### config.mk
export PLATFORM = sky130hd
export DESIGN_NAME = dual_port_ram
export DESIGN_NICKNAME = d
export VERILOG_FILES = /design/src/rtl/dual_port_ram.sv
export SDC_FILE = /design/constraint.sdc
export NUM_CORES = 1
export LEC_CHECK = 0
export ABC_AREA = 1
export CAP_MARGIN = 20
export CORE_MARGIN = 5
export CORE_UTILIZATION = 40
export CTS_BUF_LIST = sky130_fd_sc_hd__clkbuf_16
export DETAILED_ROUTE_END_ITERATION = 10
export GPL_ROUTABILITY_DRIVEN = 0
export PLACE_DENSITY = 0.62
export SLEW_MARGIN = 20
export SYNTH_ARGS = -nofsm -noshare
export SYNTH_HDL_FRONTEND = slang
export SYNTH_SLANG_ARGS = --single-unit
### constraint.sdc
create_clock -name clk -period 2.1 [get_ports clk]
set_clock_uncertainty 0.05 [all_clocks]
set_input_delay 0.525 -clock clk [delete_from_list [all_inputs] [get_ports clk]]
set_output_delay 0.525 -clock clk [all_outputs]
set_load 0.01 [all_outputs]
### src/rtl/dual_port_ram.sv
// True dual-port RAM on one clock with registered, write-through read data.
// Same-address writes favour port A; a reader colliding with a writer sees the old word.
module dual_port_ram #(
   parameter int unsigned ADDR_WIDTH = 5,
   parameter int unsigned DATA_WIDTH = 8
) (
   input  logic                  clk,
   input  logic                  rst_n,
   input  logic [DATA_WIDTH-1:0] datain_A,
   input  logic [ADDR_WIDTH-1:0] addr_A,
   input  logic                  wr_enA,
   input  logic                  enA,
   output logic [DATA_WIDTH-1:0] dataout_A,
   input  logic [DATA_WIDTH-1:0] datain_B,
   input  logic [ADDR_WIDTH-1:0] addr_B,
   input  logic                  wr_enB,
   input  logic                  enB,
   output logic [DATA_WIDTH-1:0] dataout_B
);

   localparam int unsigned Depth = 2 ** ADDR_WIDTH;

   logic [DATA_WIDTH-1:0] mem [Depth];
   logic                  wr_a;
   logic                  rd_a;
   logic                  wr_b;
   logic                  rd_b;
   logic                  wr_b_store;

   always_comb begin
      wr_a       = !enA && wr_enA;
      rd_a       = !enA && !wr_enA;
      wr_b       = !enB && wr_enB;
      rd_b       = !enB && !wr_enB;
      // Port A wins a same-address double write; B's data is dropped.
      wr_b_store = wr_b && !(wr_a && (addr_A == addr_B));
   end

   // Reads sample mem before this edge's writes land, giving read-before-write.
   always_ff @(posedge clk or negedge rst_n) begin
      if (!rst_n) begin
         for (int i = 0; i < Depth; i++) begin
            mem[i] <= '0;
         end
         dataout_A <= '0;
         dataout_B <= '0;
      end else begin
         if (wr_a) begin
            mem[addr_A] <= datain_A;
            dataout_A   <= datain_A;
         end else if (rd_a) begin
            dataout_A <= mem[addr_A];
         end
         if (wr_b_store) begin
            mem[addr_B] <= datain_B;
         end
         if (wr_b) begin
            dataout_B <= datain_B;
         end else if (rd_b) begin
            dataout_B <= mem[addr_B];
         end
      end
   end

endmodule

Yosys cells after proc, flatten, opt, wreduce, memory -nomap -nowiden
Index checks and enable logic that the tools add are counted.
Widths: inputs -> output; s select.
Cells by class
  equal/unequal tests: 1
  multiplexer cells: 18
  bitwise operators: 2
  magnitude comparators: 4
  reduce and logical (&&, ||, !) cells: 15
Operator list (count)
  $bwmux 256: 2
  $mux 256: 2
  $bmux 8 s5: 2
  $demux 8 s5: 2
  $mux 8: 10
  $ge 6x6->1 const B: 2
  $lt 6x1->1 const B: 2
  $not 5->6: 2
  $logic_and 1x1->1: 8
  $eq 5x5->1: 1
  $logic_not 1->1: 5
  $reduce_bool 2->1: 2
Word-level totals
  register bits: 272
  input port bits: 32
  output and inout bits: 16
  word-level logic and storage cells: 74

Logic depth before layout (Yosys ltp)
Gate-level depths: netlist of run 1.
  depth in word-level cells: 9
  depth in mapped cells: 13
  depth with buffers taken out: 11

Worst setup path after synthesis of run 1
No wires, ideal clock.
  path type: input to register
  start point: in enA
  end point: reg mem[100] (netlist name)
  arrival time: 1.890 ns
  library setup time: 0.066 ns
  stages on the path: 12
  slack: 0.094 ns
  path buffers: 3
  required time: 1.984 ns
  path through: buf_4 -> inv_1 -> nand2_4 -> clkinv_1 -> o21ai_1 -> nor2_1 -> nand3_1 -> nand2_1 -> buf_2 -> clkbuf_1 -> nand2_1 -> nand2_1
Between the ends
  word-level cells in the longest chain between the ends: 6
  elaborated cells between the ends (all ways): 8
  those cells by class: 3 x mux; 5 x reduce/logical
Ends and longest elaborated chain
  from (decl): RTL line 12  | input logic enA,
  $logic_not 1->1 *: RTL line 31  | wr_a = !enA && wr_enA;
  $logic_and 1x1->1 *: RTL line 31
  $logic_and 1x1->1: RTL line 36  | wr_b_store = wr_b && !(wr_a && (addr_A == addr_B));
  $logic_not 1->1: RTL line 36
  $logic_and 1x1->1: RTL line 36
  $mux 256 *: RTL line 54  | if (wr_b_store) begin
  to (signal, indexed assignment): RTL line 49  | mem[addr_A] <= datain_A;
  to (signal, indexed assignment): RTL line 55  | mem[addr_B] <= datain_B;
  to (decl): RTL line 23  | logic [DATA_WIDTH-1:0] mem [Depth];
Every way passes the cells marked *; elsewhere a longest branch is shown, timed or not.
A chain may end at the register's enable or synchronous reset.

Final worst setup path of run 1
  start point: reg dataout_B[1]
  end point: out dataout_B[1]
RTL lines
  from (decl): RTL line 18  | output logic [DATA_WIDTH-1:0] dataout_B
  from (signal assigned): RTL line 58  | dataout_B <= datain_B;
  from (signal assigned): RTL line 60  | dataout_B <= mem[addr_B];
No word-level cell between the ends.

==> results of run 1 <==
sequential cells by signal, summed over array words and instances, names as in the netlist:
signal	cells
dataout_A	8
dataout_B	8
mem	256
routing by layer:
| layer | vias up | GRT usage, % | part of all wire (%) |
|---|---|---|---|
| li1 | 12200 | - | - |
| met1 | 11100 | 39.5 | 45 |
| met2 | 985 | 42.4 | 43 |
| met3 | 197 | 4.77 | 7.9 |
| met4 | 0 | 10.2 | 4.0 |
| met5 | - | 0 | 0 |
power breakdown:
group          leakage [nW]  total [mW]  internal (mW)  switching, mW
clock network         0.566        6.03           3.53           2.50
logic                  9.61        7.27           3.00           4.27
registers              3.64        7.52           6.46           1.06
total                  13.8        20.8           13.0           7.84
worst min path at each step:
stage / startpoint / end / slack, ns / cells after the start
after floorplan: rst_n / dataout_A[0] / 0.18 / 0
after global placement: rst_n / mem[56] / 0.39 / 1
after detailed placement: rst_n / mem[58] / 0.38 / 1
after CTS: rst_n / mem[58] / 0.38 / 2
after global routing: rst_n / mem[58] / 0.43 / 2
final: rst_n / mem[58] / 0.40 / 2
cell families after synthesis:
kind of cell           count (synthesis)
buffers and inverters                346
AO/OA/AOI/OAI                        580
AND/OR/NAND/NOR                     2679
flip-flops                           272
repair_timing:
item	in CTS	in global routing
resized for setup	0	74
hold endpoints to repair	25	0
endpoints found under the setup margin	0	108
setup buffers	0	2
hold buffers	1	0
cells in the mapped netlist, types with 2 or more instances:
master,n
sky130_fd_sc_hd__buf_2,59
sky130_fd_sc_hd__nor2_2,2
sky130_fd_sc_hd__buf_1,17
sky130_fd_sc_hd__o22ai_1,3
sky130_fd_sc_hd__buf_4,22
sky130_fd_sc_hd__o21ai_1,101
sky130_fd_sc_hd__nand3_1,57
sky130_fd_sc_hd__a21oi_1,18
sky130_fd_sc_hd__clkbuf_1,178
sky130_fd_sc_hd__dfrtp_1,272
sky130_fd_sc_hd__nor2_1,37
sky130_fd_sc_hd__o21ai_0,458
sky130_fd_sc_hd__nor3_2,7
sky130_fd_sc_hd__inv_2,6
sky130_fd_sc_hd__nand4_1,8
sky130_fd_sc_hd__inv_1,63
sky130_fd_sc_hd__nor2_4,2
sky130_fd_sc_hd__nand2_1,2546
sky130_fd_sc_hd__nand2_2,10
sky130_fd_sc_hd__nor3_1,9
layout make-up:
class | instances | area [sq um] | area share [%]
diodes | 1 | 2.50 | 0.00957
clock buffers | 37 | 926 | 3.54
clock inverters | 21 | 169 | 0.646
inverters | 70 | 273 | 1.04
multi-input cells | 3259 | 13200 | 50.4
flip-flops and latches | 272 | 6810 | 26.0
well taps | 688 | 861 | 3.29
repair buffers | 334 | 3930 | 15.0
metrics by stage:
step           std cells  utilization, %  area, sq um
6_report            4682            49.6        26200
5_1_grt             4681            49.6        26200
3_3_place_gp        4620            47.4        25000
2_1_floorplan       3877               -        21400
4_1_cts             4679            49.5        26100
3_5_place_dp        4620            47.4        25000
==> flow_results.xml, run 1 <==
<?xml version="1.0" encoding="UTF-8"?>
<metrics>
  <group name="pwr">
    <metric name="power_density" unit="nW/um^2">796</metric>
    <metric name="power_leakage" unit="nW">13.8</metric>
    <metric name="max-vdd-ir-drop" unit="V">0.000419</metric>
    <metric name="power.total" unit="mW">20.8</metric>
  </group>
  <group name="synth">
    <metric name="synth.yosys.warnings" unit="">0</metric>
    <metric name="share_of_the_synthesized_netlist_area_taken_by_xor_and_xnor_gates" unit="%">0</metric>
    <metric name="synth_enable_flop_cells" unit="">0</metric>
    <metric name="post_synth_and_or_nand_nor_area_fraction" unit="%">47.9</metric>
    <metric name="fraction_of_synthesized_area_in_multiplexers" unit="%">0</metric>
    <metric name="yosys.area_share.adder" unit="%">0</metric>
    <metric name="ys_ff_latch" unit="">272</metric>
    <metric name="ys_types" unit="">22</metric>
    <metric name="netlist.area_leader.share" unit="%">44.6</metric>
    <metric name="syn_avg_cell_area" unit="sq um">5.53</metric>
    <metric name="synth_seq_area_share" unit="%">31.8</metric>
    <metric name="synth_top_flop_cell" unit="">sky130_fd_sc_hd__dfrtp_1</metric>
    <metric name="synthesis.instances" unit="">3877</metric>
    <metric name="mappedNetlistArea" unit="sq um">21400</metric>
    <metric name="netlist_top_cells_area" unit="">sky130_fd_sc_hd__nand2_1 45%, sky130_fd_sc_hd__dfrtp_1 32%, sky130_fd_sc_hd__o21ai_0 11%</metric>
    <metric name="compound_gate_portion_of_the_synthesized_area" unit="%">13.6</metric>
    <metric name="asyncSetResetFlopFracSynth" unit="%">100</metric>
    <metric name="synth_fp_nets" unit="">3909</metric>
    <metric name="yosysTopAreaCell" unit="">sky130_fd_sc_hd__nand2_1</metric>
    <metric name="largest_family_of_logic_cells_by_synthesized_area" unit="">simple AND/OR/NAND/NOR gates</metric>
  </group>
  <group name="die">
    <metric name="chipHeight" unit="um">241</metric>
    <metric name="pin_count" unit="">48</metric>
    <metric name="floorplan.initialDensity" unit="%">40.6</metric>
    <metric name="die_w" unit="um">241</metric>
    <metric name="placeableCoreArea" unit="sq um">52800</metric>
    <metric name="rows" unit="">84</metric>
    <metric name="die_ar" unit="sq um">58300</metric>
  </group>
  <group name="clock_network">
    <metric name="clock_latency_at_the_later_pin_of_the_worst_skew_pair" unit="ns">0.56</metric>
    <metric name="clock_path_buffers" unit="">3</metric>
    <metric name="tritoncts" unit="">yes</metric>
    <metric name="path_clk_slew" unit="ns">0.06</metric>
    <metric name="tritoncts.num_buffers" unit="">35</metric>
    <metric name="cts_htree_levels" unit="">2</metric>
    <metric name="cts_root_buf" unit="">sky130_fd_sc_hd__clkbuf_16</metric>
    <metric name="clock_sinks" unit="">272</metric>
  </group>
  <group name="worst_setup_path">
    <metric name="endpoint_kind" unit="">output port</metric>
    <metric name="worst-setup-path-type" unit="">reg2out</metric>
    <metric name="path_depth" unit="">1</metric>
    <metric name="r2r.worst_path.cells" unit="">10</metric>
    <metric name="worstSetupStartpointType" unit="">register</metric>
    <metric name="timing.critical_path.to" unit="">dataout_B[1]</metric>
    <metric name="arrival" unit="ns">1.46</metric>
    <metric name="cp.required" unit="ns">1.52</metric>
    <metric name="crit_fanout" unit="">2</metric>
    <metric name="critical_path.n_buffers_inverters" unit="">1</metric>
    <metric name="critical-path-max-stage-delay" unit="ns">0.55</metric>
    <metric name="path_delay_family" unit="">buffers and inverters</metric>
    <metric name="regToRegSetupSlack" unit="ns">0.43</metric>
    <metric name="path_cells" unit="">clkdlybuf4s50_1</metric>
    <metric name="crit-reg2reg-capture" unit="">dataout_A[3]</metric>
    <metric name="timing.critical_path.slowest_stage_cell" unit="">sky130_fd_sc_hd__clkdlybuf4s50_1</metric>
    <metric name="worst_setup_path_startpoint" unit="">dataout_B[1]</metric>
    <metric name="critical_path.reg2reg.startpoint" unit="">mem[51]</metric>
  </group>
  <group name="status">
    <metric name="status" unit="">finished, final reports clean</metric>
  </group>
  <group name="route">
    <metric name="drt_first_pass_iters" unit="">6</metric>
    <metric name="wirelength" unit="um">81700</metric>
    <metric name="routed-via-count" unit="">24500</metric>
    <metric name="initialDrtViolationCount" unit="">2539</metric>
    <metric name="detail_route.drc_violations" unit="">0</metric>
    <metric name="drt-vias-per-instance" unit="">5.24</metric>
    <metric name="final_antenna_net_count" unit="">0</metric>
    <metric name="drt-wirelength-per-cell" unit="um">17.5</metric>
  </group>
  <group name="global_routing">
    <metric name="grt_start_max_net_pins" unit="">59</metric>
    <metric name="global_route_wire_length_before_repair" unit="um">128000</metric>
    <metric name="gr-total-overflow" unit="">0</metric>
    <metric name="via_count_of_the_first_global_routing_pass" unit="">21900</metric>
    <metric name="grt_util_all_layers" unit="%">27.7</metric>
    <metric name="antenna_found_initial" unit="">1</metric>
  </group>
  <group name="place">
    <metric name="portBuffers" unit="">47</metric>
    <metric name="pre_cts_ws" unit="ns">-0.497</metric>
    <metric name="detailedPlacementHpwl" unit="um">53700</metric>
  </group>
  <group name="finish">
    <metric name="post_route_cells_drive_above_1_share" unit="%">9.32</metric>
    <metric name="top_library_cells_by_usage_in_the_layout_fill_and_taps_aside" unit="">2545 x sky130_fd_sc_hd__nand2_1, 391 x sky130_fd_sc_hd__o21ai_0, 272 x sky130_fd_sc_hd__dfrtp_1</metric>
    <metric name="filler_cell_count" unit="">5542</metric>
    <metric name="layout_commonest_cell" unit="">sky130_fd_sc_hd__nand2_1</metric>
    <metric name="layout-area-overhead-vs-synth" unit="%">22.1</metric>
    <metric name="finalNetCount" unit="">4004</metric>
  </group>
  <group name="timing">
    <metric name="setup_slack" unit="ns">0.0669</metric>
    <metric name="max_clock_freq" unit="GHz">0.492</metric>
    <metric name="maxSlewHeadroom" unit="%">71.6</metric>
    <metric name="grt_setup_unrepaired" unit="">yes</metric>
    <metric name="setup_viol" unit="">0</metric>
    <metric name="final_hold_violations" unit="">0</metric>
    <metric name="fin_setup_tns" unit="ns">0</metric>
    <metric name="slew_violations" unit="">0</metric>
    <metric name="max_slew.worst_pin.slew" unit="ns">0.426</metric>
    <metric name="fin_hold_ws" unit="ns">0.396</metric>
    <metric name="min_period_over_period" unit="%">96.8</metric>
    <metric name="finalCriticalPeriod" unit="ns">2.03</metric>
  </group>
  <group name="job">
    <metric name="max_cap_viols" unit="">0</metric>
  </group>
  <group name="min_path">
    <metric name="hp-class" unit="">in2async</metric>
  </group>
</metrics>
(Power assumes the default switching activity.)
==> run 2: changes to the inputs <==
--- a/config.mk
+++ b/config.mk
@@ -13,6 +13,7 @@
 export DETAILED_ROUTE_END_ITERATION = 10
 export GPL_ROUTABILITY_DRIVEN = 0
 export PLACE_DENSITY = 0.62
+export RECOVER_POWER = 50
 export SLEW_MARGIN = 20
 export SYNTH_ARGS = -nofsm -noshare
 export SYNTH_HDL_FRONTEND = slang
==> run 2 against run 1 <==
Against the previous run: worst hold slack improved by 0.033 ns; via count shrank 0.24%; design area down 0.17%; sequential power about the same; die area did not move; critical path depth unchanged; flip-flop and latch count did not move; non-clock buffer count unchanged; worst setup slack barely moved; cell count is the same; routed wire length rose by 0.10%; highest routed layer unchanged.
==> flow_results.xml, run 2 (synthesis gave the netlist of run 1 again) <==
<?xml version="1.0" encoding="UTF-8"?>
<metrics>
  <group name="timing">
    <metric name="setup_slack" unit="ns">0.0667</metric>
    <metric name="fin_setup_tns" unit="ns">0</metric>
    <metric name="final_hold_violations" unit="">0</metric>
    <metric name="maxSlewHeadroom" unit="%">32.1</metric>
    <metric name="slew_violations" unit="">0</metric>
    <metric name="finalCriticalPeriod" unit="ns">2.03</metric>
    <metric name="max_slew.worst_pin.slew" unit="ns">1.02</metric>
    <metric name="min_period_over_period" unit="%">96.8</metric>
    <metric name="grt_setup_unrepaired" unit="">yes</metric>
    <metric name="max_clock_freq" unit="GHz">0.492</metric>
    <metric name="setup_viol" unit="">0</metric>
  </group>
  <group name="route">
    <metric name="final_antenna_net_count" unit="">0</metric>
    <metric name="initialDrtViolationCount" unit="">2502</metric>
    <metric name="routed-via-count" unit="">24500</metric>
    <metric name="drt-wirelength-per-cell" unit="um">17.5</metric>
    <metric name="drt-vias-per-instance" unit="">5.23</metric>
    <metric name="drt_first_pass_iters" unit="">8</metric>
    <metric name="detail_route.drc_violations" unit="">0</metric>
    <metric name="wirelength" unit="um">81800</metric>
  </group>
  <group name="worst_setup_path">
    <metric name="path_delay_family" unit="">buffers and inverters</metric>
    <metric name="timing.critical_path.slowest_stage_cell" unit="">sky130_fd_sc_hd__clkdlybuf4s50_1</metric>
    <metric name="worstSetupStartpointType" unit="">register</metric>
    <metric name="cp.required" unit="ns">1.52</metric>
    <metric name="worst-setup-path-type" unit="">reg2out</metric>
    <metric name="crit_fanout" unit="">2</metric>
    <metric name="critical_path.n_buffers_inverters" unit="">1</metric>
    <metric name="critical-path-max-stage-delay" unit="ns">0.55</metric>
    <metric name="path_cells" unit="">clkdlybuf4s50_1</metric>
    <metric name="arrival" unit="ns">1.46</metric>
    <metric name="endpoint_kind" unit="">output port</metric>
  </group>
  <group name="die">
    <metric name="floorplan.initialDensity" unit="%">40.6</metric>
    <metric name="chipHeight" unit="um">241</metric>
    <metric name="rows" unit="">84</metric>
    <metric name="die_w" unit="um">241</metric>
    <metric name="pin_count" unit="">48</metric>
    <metric name="die_ar" unit="sq um">58300</metric>
    <metric name="placeableCoreArea" unit="sq um">52800</metric>
  </group>
  <group name="finish">
    <metric name="filler_cell_count" unit="">5549</metric>
    <metric name="layout-area-overhead-vs-synth" unit="%">21.9</metric>
    <metric name="final_core_utilization" unit="%">49.5</metric>
    <metric name="ff_latch_area" unit="sq um">6810</metric>
    <metric name="finalNetCount" unit="">4004</metric>
    <metric name="post_route_cells_drive_above_1_share" unit="%">9.32</metric>
    <metric name="top_register" unit="">mem</metric>
    <metric name="reg.largest.list" unit="">mem x256, dataout_A x8, dataout_B x8</metric>
    <metric name="largest_register_ffs" unit="">256</metric>
    <metric name="top_library_cells_by_usage_in_the_layout_fill_and_taps_aside" unit="">2545 x sky130_fd_sc_hd__nand2_1, 391 x sky130_fd_sc_hd__o21ai_0, 272 x sky130_fd_sc_hd__dfrtp_1</metric>
    <metric name="fin_cells" unit="">4682</metric>
    <metric name="layout_commonest_cell" unit="">sky130_fd_sc_hd__nand2_1</metric>
    <metric name="combined_area_of_the_multi_input_logic_cells" unit="sq um">13200</metric>
  </group>
  <group name="pwr">
    <metric name="power_density" unit="nW/um^2">797</metric>
    <metric name="power_leakage" unit="nW">13.8</metric>
    <metric name="power.total" unit="mW">20.8</metric>
    <metric name="max-vdd-ir-drop" unit="V">0.000422</metric>
  </group>
  <group name="job">
    <metric name="max_cap_viols" unit="">0</metric>
  </group>
  <group name="global_routing">
    <metric name="grt_start_max_net_pins" unit="">59</metric>
    <metric name="antenna_found_initial" unit="">1</metric>
    <metric name="via_count_of_the_first_global_routing_pass" unit="">21900</metric>
    <metric name="gr-total-overflow" unit="">0</metric>
    <metric name="grt_util_all_layers" unit="%">27.7</metric>
    <metric name="global_route_wire_length_before_repair" unit="um">128000</metric>
  </group>
  <group name="clock_network">
    <metric name="path_clk_slew" unit="ns">0.06</metric>
    <metric name="clock_sinks" unit="">272</metric>
    <metric name="clock_latency_at_the_later_pin_of_the_worst_skew_pair" unit="ns">0.56</metric>
    <metric name="tritoncts.num_buffers" unit="">35</metric>
    <metric name="tritoncts" unit="">yes</metric>
    <metric name="clock_path_buffers" unit="">3</metric>
    <metric name="cts_root_buf" unit="">sky130_fd_sc_hd__clkbuf_16</metric>
    <metric name="cts_htree_levels" unit="">2</metric>
  </group>
  <group name="status">
    <metric name="status" unit="">finished, final reports clean</metric>
  </group>
  <group name="place">
    <metric name="placed_cells" unit="">4620</metric>
    <metric name="portBuffers" unit="">47</metric>
    <metric name="detailedPlacementHpwl" unit="um">53700</metric>
    <metric name="pre_cts_ws" unit="ns">-0.497</metric>
  </group>
  <group name="min_path">
    <metric name="hp-class" unit="">reg2reg</metric>
  </group>
</metrics>
[run 2: cell count changes in the layout (fill, tap and decap cells not counted)]
cell	change
sky130_fd_sc_hd__buf_12	-3
sky130_fd_sc_hd__buf_6	+3
sky130_fd_sc_hd__buf_8	-1
sky130_fd_sc_hd__buf_4	-5
sky130_fd_sc_hd__clkbuf_4	+2
sky130_fd_sc_hd__clkbuf_2	+4
[run 2: through the flow]
stage	cell area (sq um)	hold WS, ns
2_1_floorplan	21400	0.179
3_3_place_gp	25000	0.385
3_5_place_dp	25000	0.378
4_1_cts	26100	0.385
5_1_grt	26100	0.450
6_report	26100	0.429
[run 2: path summary, 6_finish.rpt]
check	cells after the start	startpoint	slack [ns]	endpoint
setup / recovery	1	dataout_B[1]	0.07	dataout_B[1]
hold / removal	2	dataout_B[3]	0.43	dataout_B[3]
setup reg to reg	10	mem[81]	0.42	dataout_A[1]
hold reg to reg	2	dataout_B[3]	0.43	dataout_B[3]
max in group asynchronous	3	rst_n	0.27	mem[182]
min in group asynchronous	2	rst_n	0.63	mem[58]
[run 2: area by class of cell]
cell class              instances  share of cell area (%)
inverters                      70                    1.04
well taps                     688                    3.30
clock buffers                  37                    3.55
flip-flops and latches        272                    26.1
multi-input cells            3259                    50.5
repair buffers                334                    14.9
clock inverters                21                   0.647
diodes                          1                 0.00958
[run 2: report_power, final]
group / switching [mW] / internal, mW / leakage, nW
combinational: 4.27 / 2.99 / 9.59
sequential: 1.06 / 6.46 / 3.64
clock: 2.50 / 3.52 / 0.566
[run 2: what timing repair did]
action                                 CTS  global route
setup buffers                            0             2
setup endpoints to repair                0           108
resized for setup                        0            74
endpoints found under the hold margin   25             0
hold buffers                             1             0
[run 2: metal layers]
layer / vias to the layer above / track usage, % / wire (um) / share of wire [%]
li1: 12300 / - / - / -
met1: 11100 / 39.5 / 36600 / 45
met2: 981 / 42.4 / 35600 / 43
met3: 188 / 4.77 / 6590 / 8.1
met4: 0 / 10.2 / 3090 / 3.8
met5: - / 0 / 0 / 0
